<file path="src/rtl/screen_pkg.sv">
`default_nettype none
// ============================================================================
//  Module      : screen_pkg
//  Description : Screen-select codes shared by the screen sequencer and the
//                VGA output mux, plus the width of the select bus.
//  Revision    : 1.0  initial release
// ============================================================================
package screen_pkg;

    // Width of the screen-select bus driven to the VGA mux
    localparam int SCR_W = 4;

    // Screen-select codes; anything from 5 upward is never driven
    localparam logic [SCR_W-1:0] SCR_OFF   = 4'd0;
    localparam logic [SCR_W-1:0] SCR_INTRO = 4'd1;
    localparam logic [SCR_W-1:0] SCR_MENU  = 4'd2;
    localparam logic [SCR_W-1:0] SCR_GAME  = 4'd3;
    localparam logic [SCR_W-1:0] SCR_SCORE = 4'd4;

    // True for the five codes that correspond to a real screen
    function automatic logic scr_is_legal(input logic [SCR_W-1:0] code);
        return (code <= SCR_SCORE);
    endfunction

endpackage : screen_pkg
`default_nettype wire

</file>
<file path="src/rtl/screen_sequencer_edge_latch.sv">
`default_nettype none
// ============================================================================
//  Module      : edge_latch
//  Description : Rising-edge detector with a sticky pending flag. The flag is
//                cleared by i_clear; an edge arriving in the clear cycle is
//                still reported on o_pending for that cycle.
//  Revision    : 1.0  initial release
// ============================================================================
module edge_latch (
    input  logic clk,
    input  logic clr,
    input  logic i_btn,
    input  logic i_clear,
    output logic o_pending
);

    logic r_btn_q;
    logic r_pending;
    logic w_rise;

    assign w_rise    = i_btn & ~r_btn_q;
    // Same-cycle edge is visible immediately so the consumer can act on it
    assign o_pending = r_pending | w_rise;

    // Previous button level for edge detection
    always_ff @(posedge clk or negedge clr) begin
        if (!clr) begin
            r_btn_q <= 1'b0;
        end else begin
            r_btn_q <= i_btn;
        end
    end

    // Sticky pending flag: set by an edge, dropped whenever a clear arrives
    always_ff @(posedge clk or negedge clr) begin
        if (!clr) begin
            r_pending <= 1'b0;
        end else if (i_clear) begin
            r_pending <= 1'b0;
        end else if (w_rise) begin
            r_pending <= 1'b1;
        end
    end

endmodule : edge_latch
`default_nettype wire

</file>
<file path="src/rtl/screen_sequencer.sv">
`default_nettype none
// ============================================================================
//  Module      : screen_sequencer
//  Description : Display/game-flow controller. Walks off -> intro -> menu ->
//                game -> score on frame boundaries, drives the screen-select
//                code and intro blink flag, and gates/resets the game engine.
//  Revision    : 1.0  initial release
// ============================================================================
module screen_sequencer
    import screen_pkg::*;
#(
    parameter int INTRO_FRAMES = 300,
    parameter int BLINK_FRAMES = 30,
    parameter int SCORE_FRAMES = 600,
    parameter int CNT_W        = 10
) (
    input  logic             clk,
    input  logic             clr,
    input  logic             frame_tick,
    input  logic             pwr_en,
    input  logic             btn_start,
    input  logic             btn_back,
    input  logic             game_over,
    output logic [SCR_W-1:0] vga_control,
    output logic             blink,
    output logic             game_en,
    output logic             game_rst
);

    // State encoding equals the screen code so the select bus needs no decode
    localparam logic [SCR_W-1:0] c_st_off   = SCR_OFF;
    localparam logic [SCR_W-1:0] c_st_intro = SCR_INTRO;
    localparam logic [SCR_W-1:0] c_st_menu  = SCR_MENU;
    localparam logic [SCR_W-1:0] c_st_game  = SCR_GAME;
    localparam logic [SCR_W-1:0] c_st_score = SCR_SCORE;

    // Last count value before each timeout fires; counters never reach wrap
    localparam logic [CNT_W-1:0] c_intro_last = CNT_W'(INTRO_FRAMES - 1);
    localparam logic [CNT_W-1:0] c_score_last = CNT_W'(SCORE_FRAMES - 1);
    localparam logic [CNT_W-1:0] c_blink_last = CNT_W'(BLINK_FRAMES - 1);
    localparam logic [CNT_W-1:0] c_cnt_one    = CNT_W'(1);

    logic [SCR_W-1:0] r_state;
    logic [SCR_W-1:0] w_state_next;
    logic             w_state_change;
    logic [CNT_W-1:0] r_frame_cnt;
    logic [CNT_W-1:0] r_blink_cnt;
    logic             r_blink;
    logic             r_game_rst;
    logic             w_start_pend;
    logic             w_back_pend;

    // Button edge capture; both flags are consumed on every frame tick
    edge_latch u_start_latch (
        .clk       (clk),
        .clr       (clr),
        .i_btn     (btn_start),
        .i_clear   (frame_tick),
        .o_pending (w_start_pend)
    );

    edge_latch u_back_latch (
        .clk       (clk),
        .clr       (clr),
        .i_btn     (btn_back),
        .i_clear   (frame_tick),
        .o_pending (w_back_pend)
    );

    // State register
    always_ff @(posedge clk or negedge clr) begin
        if (!clr) begin
            r_state <= c_st_off;
        end else begin
            r_state <= w_state_next;
        end
    end

    // Next-state logic: legal states move only on a frame tick, power-off wins
    always_comb begin
        w_state_next = r_state;
        case (r_state)
            c_st_off: begin
                if (frame_tick && pwr_en) begin
                    w_state_next = c_st_intro;
                end
            end
            c_st_intro: begin
                if (frame_tick) begin
                    if (!pwr_en) begin
                        w_state_next = c_st_off;
                    end else if (w_start_pend || (r_frame_cnt == c_intro_last)) begin
                        w_state_next = c_st_menu;
                    end
                end
            end
            c_st_menu: begin
                if (frame_tick) begin
                    if (!pwr_en) begin
                        w_state_next = c_st_off;
                    end else if (w_start_pend) begin
                        w_state_next = c_st_game;
                    end else if (w_back_pend) begin
                        w_state_next = c_st_intro;
                    end
                end
            end
            c_st_game: begin
                if (frame_tick) begin
                    if (!pwr_en) begin
                        w_state_next = c_st_off;
                    end else if (game_over) begin
                        w_state_next = c_st_score;
                    end else if (w_back_pend) begin
                        w_state_next = c_st_menu;
                    end
                end
            end
            c_st_score: begin
                if (frame_tick) begin
                    if (!pwr_en) begin
                        w_state_next = c_st_off;
                    end else if (w_start_pend || (r_frame_cnt == c_score_last)) begin
                        w_state_next = c_st_menu;
                    end
                end
            end
            // Corrupted state register recovers straight away
            default: w_state_next = c_st_off;
        endcase
    end

    assign w_state_change = (w_state_next != r_state);

    // Frame and blink counters: cleared on any state change, advanced per tick
    always_ff @(posedge clk or negedge clr) begin
        if (!clr) begin
            r_frame_cnt <= '0;
            r_blink_cnt <= '0;
        end else if (w_state_change) begin
            r_frame_cnt <= '0;
            r_blink_cnt <= '0;
        end else if (frame_tick) begin
            if (r_state == c_st_intro) begin
                r_frame_cnt <= r_frame_cnt + c_cnt_one;
                if (r_blink_cnt == c_blink_last) begin
                    r_blink_cnt <= '0;
                end else begin
                    r_blink_cnt <= r_blink_cnt + c_cnt_one;
                end
            end else if (r_state == c_st_score) begin
                r_frame_cnt <= r_frame_cnt + c_cnt_one;
                r_blink_cnt <= '0;
            end else begin
                r_blink_cnt <= '0;
            end
        end
    end

    // Blink flag toggles at the end of each half-period, held low off-intro
    always_ff @(posedge clk or negedge clr) begin
        if (!clr) begin
            r_blink <= 1'b0;
        end else if (w_state_change || (r_state != c_st_intro)) begin
            r_blink <= 1'b0;
        end else if (frame_tick && (r_blink_cnt == c_blink_last)) begin
            r_blink <= ~r_blink;
        end
    end

    // Game reset pulse lines up with the first cycle the select reads GAME
    always_ff @(posedge clk or negedge clr) begin
        if (!clr) begin
            r_game_rst <= 1'b0;
        end else begin
            r_game_rst <= w_state_change && (w_state_next == c_st_game);
        end
    end

    // Output decode from registered state; illegal codes never leave the block
    always_comb begin
        vga_control = scr_is_legal(r_state) ? r_state : SCR_OFF;
        game_en     = (r_state == c_st_game);
        blink       = r_blink;
        game_rst    = r_game_rst;
    end

endmodule : screen_sequencer
`default_nettype wire
</file>
<file path="config.mk">
export PLATFORM = sky130hd
export DESIGN_NAME = screen_sequencer
export DESIGN_NICKNAME = d
export VERILOG_FILES = /design/src/rtl/screen_pkg.sv /design/src/rtl/screen_sequencer_edge_latch.sv /design/src/rtl/screen_sequencer.sv
export SDC_FILE = /design/constraint.sdc
export NUM_CORES = 1
export LEC_CHECK = 0
export ABC_AREA = 1
export BUFFER_PORTS_ARGS = -buffer_cell sky130_fd_sc_hd__buf_2
export CORE_ASPECT_RATIO = 0.9
export CORE_MARGIN = 10
export CORE_UTILIZATION = 40
export CTS_BUF_LIST = sky130_fd_sc_hd__clkbuf_2 sky130_fd_sc_hd__clkbuf_4 sky130_fd_sc_hd__clkbuf_8
export DETAILED_ROUTE_END_ITERATION = 16
export GPL_ROUTABILITY_DRIVEN = 1
export GPL_TIMING_DRIVEN = 0
export SETUP_SLACK_MARGIN = 0.05
export SYNTH_ARGS = -nofsm -noshare
export SYNTH_HDL_FRONTEND = slang
export SYNTH_SLANG_ARGS = --single-unit
</file>
<file path="constraint.sdc">
create_clock -name clk -period 2.45 [get_ports clk]
set_clock_uncertainty 0.2 [all_clocks]
set_input_delay 0.1225 -clock clk [delete_from_list [all_inputs] [get_ports clk]]
set_output_delay 0.1225 -clock clk [all_outputs]
set_load 0.005 [all_outputs]
</file>
==> run metrics <==
CP max FO=10; CTS HTree Levels=2; max_cap viols=0; Yosys top cell area share=40.71%; routability cong.=0.9251; Initial Utilization=41.35%; synth top area cells=dfrtp_1 41%, nand2_1 12%, inv_1 7.1%; Detailed Route WL=3865 um; Post-DP HPWL=2905 um; global-route wire length before repair=7169 um; overall power=0.9802 mW; number of global-route vias before repair=1565; Slew Limit Fails=0; remaining antenna violation count=0; Layout Nets=283; CP Capture Type=register; final hold violation count=0; Yosys reg bits=30; CP required=2.47 ns; Mapped Area=1844 um^2; CTS Sinks=30; static leakage=1.041 nW; CP Class=in2reg; Clock Latency Late Sink=0.28 ns; Inst Count DP=325; die height=84.42 um; Fin Setup TNS=0 ns; WP data arrival=2.10 ns; largest net degree at the start of global routing=31; Yosys cell types=33; Top Ports=14; Core ar.=4461 um^2; Clock Tree Buf Depth=2; PwrDens=466.9 nW/um^2; status=completed; FFs w/ async S/R, synth=100.0%; CTS Buf Count=5; layout cells sized above 1=15.02%; drc violations=0; Die Span X=91.58 um; # port buffers=12; Synth Flop Type=dfrtp_1; crit path launch type=input port; Area Growth Syn to Fin=13.84%; final setup fails=0; worst slack, placed=0.4093 ns; Synth Instances=250; Min-Delay Path Class=in2reg; CTS tree=built; initial antenna violation count=0; unrepaired setup endpoints after global routing=no; peak supply drop=0.0002501 V; Total GRT Usage=11.06%; Yosys Warn Count=0; total grt overflow=0; Util after Layout=47.07%; vias per cell=4.758; post-route insts no fill=335; Slew HR=55.91%; Min Hold Slack=0.05681 ns; Slew @ Worst Pin=0.6614 ns; Placement Cell Area=1986 um^2; CTS root buf=clkbuf_8; fmax=480.9 MHz; DR iter-0 viols=58; cell area after layout=2100 um^2; Tmin final=2.080 ns; EDFF count, synth=0; Pre-Repair DR Iteration Count=4; WL/cell=11.54 um; part of the Yosys area used for sequential elements=40.71%; Avg Synthesized Cell Area=7.377 um^2; Post-CTS Repair Setup Buffers=0; commonest cells in the synthesized netlist=61 x nand2_1, 35 x inv_1, 35 x nor2_1; dominant cell type by area after synthesis=dfrtp_1; Die Area=7730 um^2; top-count cell post-synth=nand2_1; setup slack after layout=0.3705 ns; FP Rows=23; fin crit share=84.88%; Via Count=1594; clk slew on worst S/H paths=0.06 ns; # diodes=0
-- state kept, by name (all words and copies together) (netlist names) --
register / count
u_back_latch.r_pending: 1
r_frame_cnt: 10
u_back_latch.r_btn_q: 1
blink: 1
r_blink_cnt: 10
r_state: 4
u_start_latch.r_btn_q: 1
u_start_latch.r_pending: 1
game_rst: 1
-- cells by family (layout without fill, tap and decap cells) --
group / Yosys count / in the layout / synth area share [%]
AOI/OAI and AO/OA: 14 / 14 / 5.428
xor gates and xnor gates: 9 / 9 / 4.274
adders and majority gates: 3 / 3 / 2.035
buffers and inverters: 46 / 68 / 9.904
DFF: 30 / 30 / 40.71
other: 1 / 2 / 0.2033
and+or+nand+nor: 147 / 147 / 37.45
-- metal layers --
| metal | track usage, % | routed length, um | vias up |
|---|---|---|---|
| li1 | - | - | 839 |
| met1 | 15.20 | 2072 | 711 |
| met3 | 2.758 | 174 | 5 |
| met4 | 4.694 | 54 | 0 |
| met5 | 0 | 0 | - |
| met2 | 15.95 | 1563 | 39 |
-- what timing repair did --
item,CTS,global route
endpoints found under the hold margin,33,0
hold buffers,3,0
gates resized for setup,0,0
-- cells in the final DEF (no fill, tap or decap), drive strengths merged, types with 3 or more instances in the layout --
cell type / Yosys / layout
inv: 39 / 39
o21ai: 4 / 4
nand3: 16 / 16
clkbuf: 1 / 8
buf: 5 / 17
nand4: 19 / 19
dfrtp: 30 / 30
xor2: 9 / 9
dlygate4sd3: 0 / 3
a21oi: 7 / 7
nand2: 63 / 63
ha: 3 / 3
nor2: 37 / 37
nor3: 9 / 9
-- area by class of cell --
cell class / count / area, um^2
fillers: 459 / 2361
multi-input cells: 175 / 914.6
flip-flops and latches: 30 / 750.7
inverters: 40 / 150.1
repair buffers: 15 / 90.09
clock buffers: 7 / 83.83
well taps: 62 / 77.57
plain buffers: 6 / 32.53
-- where the power goes --
part           total (mW)  switching (mW)  internal [mW]
combinational      0.0858          0.0605         0.0254
clock               0.389           0.172          0.217
sequential          0.505         0.00339          0.502
-- path summary, 6_finish.rpt --
kind | startpoint | end | slack (ns) | depth (start not counted)
max | btn_start | r_blink_cnt[1]$_DFFE_PN0P_ | 0.37 | 12
min | game_over | r_state[2]$_DFF_PN0_ | 0.06 | 5
max reg2reg | r_frame_cnt[0]$_DFFE_PN0P_ | r_frame_cnt[9]$_DFFE_PN0P_ | 0.42 | 13
min reg2reg | u_start_latch.r_pending$_DFFE_PN0P_ | u_start_latch.r_pending$_DFFE_PN0P_ | 0.32 | 2
max in group asynchronous | clr | u_back_latch.r_btn_q$_DFF_PN0_ | 1.40 | 2
min in group asynchronous | clr | r_state[1]$_DFF_PN0_ | 0.22 | 2
-- worst max-delay path: stages --
cell and delay (ns):
dlygate4sd3_1 0.54, buf_2 0.13, a21oi_2 0.27, nand3_1 0.12
nand2_1 0.10, a21oi_1 0.06, nand3_1 0.10, nand2_1 0.07
a21oi_2 0.14, buf_2 0.23, nand4_1 0.12, nand2_1 0.09
Power figures use the tool's default switching activity.
